File: src/rtl/mem_sweep_pkg.sv
// rtl/mem_sweep_pkg.sv - shared types, mode encodings and sweep pattern for mem_sweep_ctrl
package mem_sweep_pkg;

    typedef enum logic [2:0] {
        ST_IDLE,
        ST_FILL,
        ST_VERIFY,
        ST_DRAIN,
        ST_DONE
    } state_t;

    localparam logic [1:0] MODE_FILL   = 2'b01;
    localparam logic [1:0] MODE_VERIFY = 2'b10;
    localparam logic [1:0] MODE_BOTH   = 2'b11;

    // Callers truncate the result to the RAM word width; only the low
    // address bits take part in the pattern.
    function automatic logic [31:0] pat(input logic [31:0] addr, input logic [31:0] seed);
        return addr ^ seed;
    endfunction

endpackage

File: src/rtl/mem_sweep_cmp.sv
// rtl/mem_sweep_cmp.sv - verify pipeline register, mismatch detect, saturating error count, first-error latch
module mem_sweep_cmp
    import mem_sweep_pkg::*;
#(
    parameter int WID_MEM = 2
) (
    input  logic               clk,
    input  logic               reset,
    input  logic               clear,
    input  logic               shift,
    input  logic [31:0]        addr,
    input  logic [WID_MEM-1:0] dout,
    input  logic [WID_MEM-1:0] seed_q,
    output logic [31:0]        p,
    output logic               v,
    output logic [15:0]        err_count,
    output logic               first_err_valid,
    output logic [31:0]        first_err_addr
);

    logic [WID_MEM-1:0] exp_word;
    logic               mismatch;

    // dout arriving this cycle belongs to the address read last cycle (p).
    assign exp_word = WID_MEM'(pat(p, 32'(seed_q)));
    assign mismatch = v && (dout != exp_word);

    always_ff @(posedge clk) begin
        if (reset || clear) begin
            p               <= 32'd0;
            v               <= 1'b0;
            err_count       <= 16'd0;
            first_err_valid <= 1'b0;
            first_err_addr  <= 32'd0;
        end else begin
            p <= addr;
            v <= shift;
            if (mismatch) begin
                if (err_count != 16'hFFFF) begin
                    err_count <= err_count + 16'd1;
                end
                if (!first_err_valid) begin
                    first_err_valid <= 1'b1;
                    first_err_addr  <= p;
                end
            end
        end
    end

endmodule

File: src/rtl/mem_sweep_ctrl.sv
// rtl/mem_sweep_ctrl.sv - fill/verify sweep sequencer for the no-write-enable block RAM wrapper
module mem_sweep_ctrl
    import mem_sweep_pkg::*;
#(
    parameter int WID_MEM   = 2,
    parameter int DEPTH_MEM = 32768
) (
    input  logic               clk,
    input  logic               reset,
    input  logic               start,
    input  logic [1:0]         mode,
    input  logic [WID_MEM-1:0] seed,
    output logic [31:0]        raddr,
    output logic [31:0]        waddr,
    output logic [WID_MEM-1:0] din,
    input  logic [WID_MEM-1:0] dout,
    output logic               busy,
    output logic               done,
    output logic [15:0]        err_count,
    output logic               first_err_valid,
    output logic [31:0]        first_err_addr
);

    // The top word is scratch: every idle cycle writes it, so it is never swept.
    localparam logic [31:0] PARK = 32'(DEPTH_MEM - 1);
    localparam logic [31:0] LAST = 32'(DEPTH_MEM - 2);

    state_t             state_q;
    state_t             state_d;
    logic [31:0]        a_q;
    logic [WID_MEM-1:0] seed_q;
    logic               verify_after_q;
    logic               accept;
    logic [31:0]        p;
    logic               v;

    assign accept = (state_q == ST_IDLE) && start && (mode != 2'b00);

    always_ff @(posedge clk) begin
        if (reset) begin
            state_q <= ST_IDLE;
        end else begin
            state_q <= state_d;
        end
    end

    always_comb begin
        state_d = state_q;
        case (state_q)
            ST_IDLE: begin
                if (accept) begin
                    state_d = mode[0] ? ST_FILL : ST_VERIFY;
                end
            end
            ST_FILL: begin
                if (a_q == LAST) begin
                    state_d = verify_after_q ? ST_VERIFY : ST_DONE;
                end
            end
            ST_VERIFY: begin
                if (a_q == LAST) begin
                    state_d = ST_DRAIN;
                end
            end
            ST_DRAIN: state_d = ST_DONE;
            ST_DONE:  state_d = ST_IDLE;
            default:  state_d = ST_IDLE;
        endcase
    end

    always_comb begin
        raddr = PARK;
        waddr = PARK;
        din   = '0;
        busy  = 1'b0;
        done  = 1'b0;
        case (state_q)
            ST_FILL: begin
                busy  = 1'b1;
                raddr = a_q;
                waddr = a_q;
                din   = WID_MEM'(pat(a_q, 32'(seed_q)));
            end
            ST_VERIFY, ST_DRAIN: begin
                busy = 1'b1;
                if (state_q == ST_VERIFY) begin
                    raddr = a_q;
                end
                // Write back what was just read so the unconditional write
                // leaves the checked word untouched; p always trails raddr.
                if (v) begin
                    waddr = p;
                    din   = dout;
                end
            end
            ST_DONE: done = 1'b1;
            default: ;
        endcase
    end

    always_ff @(posedge clk) begin
        if (reset) begin
            a_q            <= 32'd0;
            seed_q         <= '0;
            verify_after_q <= 1'b0;
        end else if (accept) begin
            a_q            <= 32'd0;
            seed_q         <= seed;
            verify_after_q <= mode[1];
        end else if ((state_q == ST_FILL) || (state_q == ST_VERIFY)) begin
            a_q <= (a_q == LAST) ? 32'd0 : a_q + 32'd1;
        end
    end

    mem_sweep_cmp #(
        .WID_MEM(WID_MEM)
    ) u_cmp (
        .clk            (clk),
        .reset          (reset),
        .clear          (accept),
        .shift          (state_q == ST_VERIFY),
        .addr           (a_q),
        .dout           (dout),
        .seed_q         (seed_q),
        .p              (p),
        .v              (v),
        .err_count      (err_count),
        .first_err_valid(first_err_valid),
        .first_err_addr (first_err_addr)
    );

endmodule

File: config.mk
export PLATFORM = sky130hd
export DESIGN_NAME = mem_sweep_ctrl
export DESIGN_NICKNAME = d
export VERILOG_FILES = /design/src/rtl/mem_sweep_pkg.sv /design/src/rtl/mem_sweep_cmp.sv /design/src/rtl/mem_sweep_ctrl.sv
export SDC_FILE = /design/constraint.sdc
export NUM_CORES = 1
export LEC_CHECK = 0
export CORE_MARGIN = 4
export CORE_UTILIZATION = 24
export CTS_CLUSTER_SIZE = 28
export DETAILED_ROUTE_END_ITERATION = 12
export GPL_TIMING_DRIVEN = 0
export PLACE_DENSITY = 0.44
export SLEW_MARGIN = 20
export SYNTH_ARGS = -nofsm -noshare
export SYNTH_HDL_FRONTEND = slang
export SYNTH_SLANG_ARGS = --single-unit
File: constraint.sdc
create_clock -name clk -period 5.7 [get_ports clk]
set_clock_uncertainty 0.15 [all_clocks]
set_input_delay 1.14 -clock clk [delete_from_list [all_inputs] [get_ports clk]]
set_output_delay 1.14 -clock clk [all_outputs]
set_load 0.01 [all_outputs]
Word-level counts from Yosys, hierarchy flattened
Cells that the tools add are included.

Bits of input ports: 9. Memories: 0. Memory bits (read-only): 0. Bits in writable memories: 0. Bits in registers: 120. Bits in latches: 0.

Add/subtract/negate cells: 2. Equal/unequal tests: 10. Bitwise operators: 3. Multiplexer cells: 15. Div/mod/pow operators: 0. Magnitude comparators: 0. Reductions and logical operators: 13. Multiply operators: 0. Shift operators: 0.

Operator list (number): one-hot mux 32 bit (2 select lines) (2); 2-to-1 mux 32 bit (3); adder 32 x 1 -> 32 bit, second input constant (1); == test 32 x 15 -> 1 bit, second input constant (1); adder 16 x 1 -> 16 bit, second input constant (1); inequality test 16 bit, second input constant (1); 2-to-1 mux 3 bit (4); one-hot mux 3 bit (4 select lines) (1); == test 3 x 2 -> 1 bit, second input constant (2); 2-to-1 mux 2 bit (2); inequality test 2 bit, second input constant (2); one-hot mux 2 bit (2 select lines) (1); AND reduction 2 bit (2); OR reduction 2 bit (2); XOR 2 bit (2); == test 3 x 1 -> 1 bit, second input constant (1); == test 3 bit, second input constant (1); logical AND 1 bit (3); logical NOT 3 bit (1); AND reduction 3 bit (1); OR reduction 3 bit (1); logical OR 1 bit (2); 2-to-1 mux 1 bit (2); inequality test 2 x 1 -> 1 bit, second input constant (1); other kinds (3) (3).

Depth between registers and ports, before layout
Gate-level depths: netlist of the first run.

Word-level depth: 5. Depth in mapped cells: 7.

Hierarchy
Synthesis of the first run repeated with hierarchy kept, for this count alone.

Cells, all modules: 646. Area total of the unflattened synthesis: 5516.5 sq um.

By module, submodules not included: mem_sweep_cmp (area each 3010.4 sq um, cells each 326, seq. area each 1641.6 sq um, times used 1); mem_sweep_ctrl (area each 2506.2 sq um, cells each 320, seq. area each 760.7 sq um, times used 1).

Worst setup path after synthesis of the first run
No wires, ideal clock.

Kind: register to output. Start: reg state_q[0]. End: out din[0]. Cell stages (with the launch flop): 6. Slack: 2.694 ns. Arrival time: 1.716 ns. Path through: dfxtp_1 clkbuf_1 or3b_2 clkbuf_1 clkbuf_1 o21ai_0.

Longest elaborated chain between the ends: 3. Elaborated cells on any way between the ends: 5.

RTL lines: start, declared (RTL line mem_sweep_ctrl.sv:28) `state_t state_q;`; start signal, assigned (RTL line mem_sweep_ctrl.sv:43) `state_q <= state_d;`; == test 3 x 2 -> 1 bit (RTL line mem_sweep_ctrl.sv:77) `case (state_q)`; OR reduction 2 bit (RTL line mem_sweep_ctrl.sv:77); one-hot mux 2 bit (2 select lines) (*) (RTL line mem_sweep_ctrl.sv:77); end, declared (RTL line mem_sweep_ctrl.sv:15) `output logic [WID_MEM-1:0] din,`.

Every way passes the cells marked *; elsewhere a longest branch is shown, timed or not.

Final worst setup path of the first run
Start: reg state_q[2]. End: out waddr[14].

Longest elaborated chain between the ends: 3. Elaborated cells on any way between the ends: 5.

RTL lines: == test 3 x 2 -> 1 bit (RTL line mem_sweep_ctrl.sv:77); OR reduction 2 bit (RTL line mem_sweep_ctrl.sv:77); one-hot mux 32 bit (2 select lines) (*) (RTL line mem_sweep_ctrl.sv:77); end, declared (RTL line mem_sweep_ctrl.sv:14) `output logic [31:0] waddr,`.

Marks and branches as above.

==> impl_summary.md, run 1 <==
STA
Setup violations remaining at the end of the flow were counted as 0. The accumulated negative setup slack is 0 ns. Of the available clock period, the critical path in the final layout requires 0.8208.

The number of pins exceeding their max-slew limit in the final report is 0. The transition time at the pin with the least slew margin is 0.9811 ns. The headroom to the max-slew limit is 0.3409. Setup repair after global routing left no endpoint under its margin. The highest attainable clock frequency is between 200 and 250 MHz. The final period demand of the worst path is ~4.7 ns. The count of endpoints failing hold in the final timing report is 0.

Logic synthesis
Ranked by instance count, the synthesized netlist is headed by 120 x sky130_fd_sc_hd__dfxtp_1, 96 x sky130_fd_sc_hd__nand2_1, 65 x sky130_fd_sc_hd__nor2_1. The library cell with the highest instance count after synthesis is sky130_fd_sc_hd__dfxtp_1. Yosys attributes the largest share of cell area to sky130_fd_sc_hd__dfxtp_1 45%, sky130_fd_sc_hd__nand2_1 6.7%, sky130_fd_sc_hd__and2_1 5.2%, sky130_fd_sc_hd__xor2_1 4.9%, sky130_fd_sc_hd__nor2_1 4.6%. The synthesized design contains 120 register bits.

The mapped netlist covers about 5300 um2. Yosys printed 0 warnings. The total nets after synthesis is ~650. The mean instance size in the synthesized netlist is about 8.4 um2. The fraction of registers with async set or reset after synthesis is 0. Of the post-synthesis cell area, the dominant cell type holds 0.4496. The share of the Yosys chip area taken by registers is 0.4496. Among all flip-flop cells after synthesis, the most frequent one is sky130_fd_sc_hd__dfxtp_1. The largest area contributor in the synthesized netlist is sky130_fd_sc_hd__dfxtp_1. In the synthesized netlist, the number of instances is 633. The number of different library cells used by synthesis comes to 51.

In this run, synthesis inferred 0 flip-flops with an integrated enable.

Global route
The largest net degree at the start of global routing is 17. The remaining global-route overflow is 0. In the global route stage, overall resource usage came out at 0.1507. The number of global-route vias before repair came to 5059.

The first-pass GRT wire length is roughly 28 mm. The number of antenna violations at the first check in global routing came to 0.

Clock tree
At the later pin of the worst-skew pair, clock insertion delay measures 0.42 ns. The number of buffers inserted for hold repair after clock tree synthesis is 0. The clock-pin transition on the worst setup and hold timing paths is about 0.050 ns. In this run the post-CTS setup repair buffer count came out at 0.

The H-tree generated during clock tree synthesis spans 4 levels. The tree built by TritonCTS fans out to 120 sinks. Post-CTS repair changed the size of 0 cells. TritonCTS built the clock tree. The clock passes through at most 2 buffers. The tree is rooted in a sky130_fd_sc_hd__clkbuf_16. The TritonCTS buffer count is 17.

Worst setup path
The path depth of the worst reg2reg path is 6. At the worst endpoint, the arrival time is 3.39 ns. The type of the worst setup path is register to primary output. The worst register-to-register path ends at a_q[30]. The largest driver fanout on the critical path is 10. Data on the critical path is required at its endpoint by between 4 and 5 ns. STA classifies the critical path endpoint as a primary output.

The startpoint of the most critical register-to-register path is a_q[1]. The startpoint kind of the worst setup timing path is a register. The startpoint of the most critical setup path is state_q[2].

The most critical setup path has its endpoint at waddr[14]. The setup slack of the worst register-to-register path is about 3.1 ns.

Floorplanning
The area enclosed by the die boundary is roughly 25000 um2. The effective utilization at floorplan is 0.2441. The total number of placement rows is 54. From bottom edge to top edge, the die measures between 150 and 200 um. The number of I/O pins is around 130.

The core region is between 20000 and 25000 um2. The floorplan step set the die width to about 160 um.

Route
The violation count after the first detailed-route iteration is 233. The final routed DRC violation total is 0. The antenna violation net count after detailed routing is 0. The pre-antenna-repair detailed-routing pass consisted of 6 iterations. The met1 routed wirelength after detailed routing is ~8.3 mm.

The post-detailed-route wirelength per cell is around 17 um. The routed design uses 1.105 mm of met3 wire. The overall via count from detail_route is 5018. The top routing layer in use is met4. Using the TritonRoute via totals, the vias-per-cell ratio works out to approximately 4.7. The total wirelength of the detailed-routed design is about 18 mm. Detailed routing placed a total of ~8.7 mm of wire on met2.

Place
At the end of routability-driven placement, the weighted congestion stood at roughly 0.83. The post-placement cell area is 6939 um2. Counting tap cells, the placed design contains a total of roughly 1000 instances. In this run the tool buffered the top-level ports with 124 buffer cells. The total half-perimeter wirelength after legalization and detailed placement is between 10 and 15 mm.

Pwr
The maximum resistive drop on vdd is roughly 0.17 mV. The cell internal power dissipation is ~2 mW. The switching power total is 870.9 uW. The net switching fraction of the power is 0.3043. The power density over the cells is between 300 and 400 nW/um2.

The sequential share of power is 0.310. The total chip power is 2.862 mW. The leakage power of the design is around 2.6 nW.

The share of total power dissipated in combinational logic is 0.292. Of the total power, the clock network draws 0.399.

Cells and area
The finished layout holds ~1100 standard cells, fillers aside. The synthesis-to-layout area growth is 41.80%. Of the cells placed in the final design, the portion with a size suffix greater than 1 is 0.07234. At the end of the flow the core is filled with cells to 0.3461.

The layout has 2332 filler cells. The repair_antennas step left the layout with diodes totalling 0. For this run, the post-layout net count is around 790.

After routing the design area is between 7000 and 8000 um2.

Min path
The worst hold path belongs to the class register to register. The worst hold path begins at u_cmp.p[25].

Job
Max-cap violations in this run came to 0.

Run status
The run finished with clean final reports.
==> cell usage in the layout (no fill, tap or decap), types with 3 or more instances in the layout <==
cell,count
sky130_fd_sc_hd__nor2_1,64
sky130_fd_sc_hd__xor2_1,30
sky130_fd_sc_hd__buf_1,4
sky130_fd_sc_hd__clkbuf_1,29
sky130_fd_sc_hd__inv_1,8
sky130_fd_sc_hd__and2_1,44
sky130_fd_sc_hd__nand4b_1,3
sky130_fd_sc_hd__nand4_1,27
sky130_fd_sc_hd__nand3_1,15
sky130_fd_sc_hd__or2_2,4
sky130_fd_sc_hd__and3_1,6
sky130_fd_sc_hd__ha_1,3
sky130_fd_sc_hd__dfxtp_1,120
sky130_fd_sc_hd__clkbuf_8,7
sky130_fd_sc_hd__a21oi_1,44
sky130_fd_sc_hd__nor3_1,4
sky130_fd_sc_hd__o21ai_0,13
sky130_fd_sc_hd__nor4_1,5
sky130_fd_sc_hd__nand2_1,96
sky130_fd_sc_hd__clkinv_2,3
sky130_fd_sc_hd__clkdlybuf4s50_1,124
sky130_fd_sc_hd__bufinv_16,3
sky130_fd_sc_hd__a22o_1,14
sky130_fd_sc_hd__clkbuf_16,17
sky130_fd_sc_hd__buf_2,11
sky130_fd_sc_hd__or3_1,19
sky130_fd_sc_hd__mux2i_1,5
sky130_fd_sc_hd__and4_1,8
sky130_fd_sc_hd__xnor2_1,7
sky130_fd_sc_hd__nand3b_1,3
sky130_fd_sc_hd__o22a_1,12
==> registers in the layout, indices dropped and copies added, names as in the netlist <==
signal and cells:
a_q 32, u_cmp.first_err_addr 32, u_cmp.p 32, u_cmp.err_count 16, state_q 3, seed_q 2
u_cmp.first_err_valid 1, u_cmp.v 1, verify_after_q 1
==> metrics by stage <==
step	hold WS, ns	worst slack, ns
final	0.2979	1.022
after global placement	0.2944	1.102
after global routing	0.3193	0.6874
after detailed placement	0.2923	1.143
after CTS	0.3019	0.6673
after floorplan	0.2816	2.694
==> worst min path at each step <==
stage                     cells after the start                        to  slack [ns]
after CTS                                     2  u_cmp.first_err_addr[31]        0.30
after global placement                        2  u_cmp.first_err_addr[30]        0.29
after floorplan                               2  u_cmp.first_err_addr[15]        0.28
after detailed placement                      2  u_cmp.first_err_addr[31]        0.29
final                                         2  u_cmp.first_err_addr[25]        0.30
after global routing                          2  u_cmp.first_err_addr[11]        0.32
==> power groups by stage <==
stage / clock, mW / sequential [mW] / combinational (mW)
finish: 1.14 / 0.886 / 0.835
global placement: 0 / 0.902 / 0.845
floorplan: 0 / 0.895 / 0.419
global route: 1.22 / 0.889 / 0.897
CTS: 1.17 / 0.886 / 0.853
detailed placement: 0 / 0.904 / 0.850
==> cell families after synthesis <==
family | after synthesis | share of synthesized area
buf+inv | 54 | 0.04332
simple gates | 314 | 0.3014
xor+xnor | 39 | 0.06909
fa+ha+maj | 3 | 0.007027
flops | 120 | 0.4496
compound gates | 98 | 0.1201
mux | 5 | 0.009368
==> worst max-delay path: stages (launching register included) <==
cell	delay, ns
sky130_fd_sc_hd__dfxtp_1	0.50
sky130_fd_sc_hd__clkbuf_1	0.47
sky130_fd_sc_hd__or3b_2	0.22
sky130_fd_sc_hd__clkbuf_1	0.40
sky130_fd_sc_hd__clkbuf_1	0.56
sky130_fd_sc_hd__o22a_1	0.26
sky130_fd_sc_hd__clkdlybuf4s50_1	0.55
==> cell type report <==
class | count | area (um2) | area share
Buffer | 46 | 201.4 | 0.02659
Clock buffer | 24 | 521.8 | 0.06887
Clock inverter | 7 | 112.6 | 0.01486
Inverter | 8 | 30.03 | 0.003964
Multi-Input combinational cell | 459 | 2716 | 0.3585
Sequential cell | 120 | 2402 | 0.3171
Tap cell | 280 | 350.3 | 0.04624
Timing Repair Buffer | 124 | 1241 | 0.1638
==> layer usage <==
layer  up-vias  global-route usage
met5         -                   0
met4         0             0.04097
met3        13             0.05197
met2       124              0.2479
met1      2412              0.1887
li1       2469                   -
No activity file was read; power rests on OpenSTA's default activity.
==> run 2, diff against run 1 <==
--- a/config.mk
+++ b/config.mk
@@ -10,7 +10,7 @@
 export CTS_CLUSTER_SIZE = 28
 export DETAILED_ROUTE_END_ITERATION = 12
 export GPL_TIMING_DRIVEN = 0
-export PLACE_DENSITY = 0.44
+export PLACE_DENSITY = 0.46
 export SLEW_MARGIN = 20
 export SYNTH_ARGS = -nofsm -noshare
 export SYNTH_HDL_FRONTEND = slang
==> constraint.sdc (replaced) <==
create_clock -name clk -period 4.1 [get_ports clk]
set_clock_uncertainty 0.15 [all_clocks]
set_input_delay 0.82 -clock clk [delete_from_list [all_inputs] [get_ports clk]]
set_output_delay 0.82 -clock clk [all_outputs]
set_load 0.01 [all_outputs]
==> impl_summary.md, run 2 (synthesized netlist as in run 1, its figures left out) <==
Run status
The run finished with clean final reports.

Worst setup path
The critical path goes through clkbuf_2 > or3b_2 > clkbuf_1 > buf_4 > o21ai_1 > clkdlybuf4s50_1. For this design, the slowest cell found on the critical path is sky130_fd_sc_hd__clkdlybuf4s50_1. The worst setup path is captured at a primary output. The total buffers and inverters traversed by the critical path is 4 (unchanged).

The worst setup path is launched from a register. The data arrival time of the critical path is 2.94 ns (-0.45 ns). The required time of the worst setup path is 3.13 ns (-1.28 ns). The cell class contributing the biggest share of worst-path delay is buffers and inverters. The setup path with the least slack is of type register to primary output. The largest driver fanout on the critical path is 10 (unchanged). The largest incremental delay on the critical path is 0.58 ns (+0.02 ns).

Floorplanning
The area enclosed by the die boundary is 24710 um2 (unchanged). The placeable core region is 21890 um2 (unchanged). The overall die width is 157.2 um (unchanged). The effective utilization at floorplan is 0.2441 (unchanged). The height of the die is 157.2 um (unchanged). The total number of placement rows is 54 (unchanged).

The number of I/O pins came to 126 (unchanged).

Cells and area
In the final layout, the registers with the most flip-flops are a_q (32), u_cmp.first_err_addr (32), u_cmp.p (32). The library cells used most frequently in the layout, excluding fill and tap cells, are 123 x sky130_fd_sc_hd__clkdlybuf4s50_1, 120 x sky130_fd_sc_hd__dfxtp_1, 96 x sky130_fd_sc_hd__nand2_1, 63 x sky130_fd_sc_hd__nor2_1. The net count reported at finish is 788 (unchanged).

From synthesis to final layout, the design area changed by 41.99%. The proportion of layout cells with a drive suffix above 1 was 0.07995 (+0.007614). The filler cell count in the final layout is 2369 (+1.6%). The number of inserted diodes is 0 (unchanged).

The library cell used most frequently in the layout, excluding fill and tap cells, is sky130_fd_sc_hd__clkdlybuf4s50_1.

Min path
In this run the worst hold path is classified as register to register.

Place
The number of port buffers is 124 (unchanged). The total half-perimeter wirelength after legalization and detailed placement is 13.42 mm (-1.3%). The final weighted congestion in routability-driven placement is 0.7839 (-5.2%). The placement-stage worst setup slack is 0.09328 ns (-1.050 ns).

Pwr
The leakage power of the design is 2.627 nW (+0.95%). The power density over the cells came to 522.1 nW/um2 (+38%). The total chip power is 3.961 mW (+38%). The maximum resistive drop on vdd is 0.3208 mV (+90%).

Global route
The number of antenna violations at the first check in global routing is 0 (unchanged). The first-pass GRT wire length was 28.70 mm (+1.1%). The number of global-route vias before repair was 4866 (-3.8%). The largest net degree at the start of global routing came to 17 (unchanged). The remaining global-route overflow was 0 (unchanged). The overall routing resource usage came to 0.1518 (+0.001061).

Clock tree
The TritonCTS buffer count is 17 (unchanged). The CTS tree is yes. The clock insertion delay at the later pin of the skew report is 0.42 ns (about the same).

The count of clock tree sinks is 120 (unchanged). The deepest level of the CTS H-tree is 4 (unchanged). The tree is rooted in a sky130_fd_sc_hd__clkbuf_16. The worst-case clock buffer depth came to 2 (unchanged). The number of buffers inserted for hold repair after clock tree synthesis is 0 (unchanged).

The clock-pin transition on the worst setup and hold timing paths is 0.05 ns (about the same).

Route
The number of optimization iterations in the first detailed-route pass is 4 (-2). The antenna violation net count after detailed routing came to 0 (unchanged). The total wirelength of the detailed-routed design is 18.20 mm (-0.71%).

The final routed DRC violation total is 0 (unchanged). The post-detailed-route wirelength per cell is 17.04 um (-0.71%). The violation count after the first detailed-route iteration is 191 (-18%).

The via count normalized by instance count came to 4.574 (-2.7%). The overall via count from detail_route is 4885 (-2.7%).

STA
Dividing the final minimum period by the clock period gives 0.9542. The transition time at the pin with the least slew margin is 1.033 ns (+0.05149 ns). The post-layout worst setup margin is 0.1876 ns (-0.8341 ns).

Setup repair after global routing left no endpoint under its margin. The total of endpoints with negative setup slack in the final report is 0 (unchanged). The count of endpoints failing hold in the final timing report is 0 (unchanged). The number of pins exceeding their max-slew limit in the final report is 0 (unchanged). The headroom to the max-slew limit is 0.3063 (-0.03459). The accumulated negative setup slack is 0 ns (unchanged). Subtracting the final worst setup slack from the clock period gives around 3.9 ns.

Derived from the worst setup path, the maximum achievable clock frequency is between 200 and 300 MHz.

Job
The total of max-cap violations was 0 (unchanged).
[run 2: power by group]
group          switching, mW  internal [mW]  leakage (nW)
Sequential            0.0370           1.19         0.967
Combinational          0.661          0.520          1.36
Clock                  0.530           1.02         0.303
[run 2: path summary, 6_finish.rpt]
kind / startpoint / endpoint / slack (ns) / depth (start not counted)
worst max-delay path: state_q[2] / din[1] / 0.19 / 6
worst min-delay path: u_cmp.p[17] / u_cmp.first_err_addr[17] / 0.30 / 2
worst max register to register: state_q[2] / u_cmp.err_count[13] / 1.49 / 6
worst min register to register: u_cmp.p[17] / u_cmp.first_err_addr[17] / 0.30 / 2
[run 2: timing repair]
item | CTS | global route
setup buffers | 0 | 0
resized for setup | 7 | 7
setup endpoints to repair | 29 | 6
[run 2: routing by layer]
layer,vias to the layer above,part of all wire,track usage
li1,2465,-,-
met1,2298,0.48,0.2032
met2,103,0.45,0.2369
met3,19,0.058,0.04372
met4,0,0.015,0.04752
met5,-,0,0
[run 2: final cells by class]
cell class                 instances  area, um2  share of cell area
buffer                            45      207.7             0.02738
clock buffer                      25      535.5             0.07059
clock inverter                     6      85.08             0.01122
inverter                           8      30.03            0.003958
multi-input combinational        459       2724              0.3591
sequential                       120       2402              0.3167
tap                              280      350.3             0.04618
timing repair buffer             125       1251              0.1649
[run 2: tightest hold or removal path, cell delays in order (launching register included)]
cell	delay [ns]
sky130_fd_sc_hd__dfxtp_1	0.30
sky130_fd_sc_hd__nand2_1	0.05
sky130_fd_sc_hd__a21oi_1	0.05
[run 2: metrics by stage]
step | utilization | cell area (um2) | std cells | hold slack [ns]
finish | 0.3465 | 7586 | 1068 | 0.2962
floorplan | - | 5343 | 633 | 0.2816
CTS | 0.3462 | 7579 | 1068 | 0.3036
detailed placement | 0.3174 | 6949 | 1038 | 0.2959
global route | 0.3465 | 7586 | 1068 | 0.3155
global placement | 0.3168 | 6934 | 1037 | 0.2906
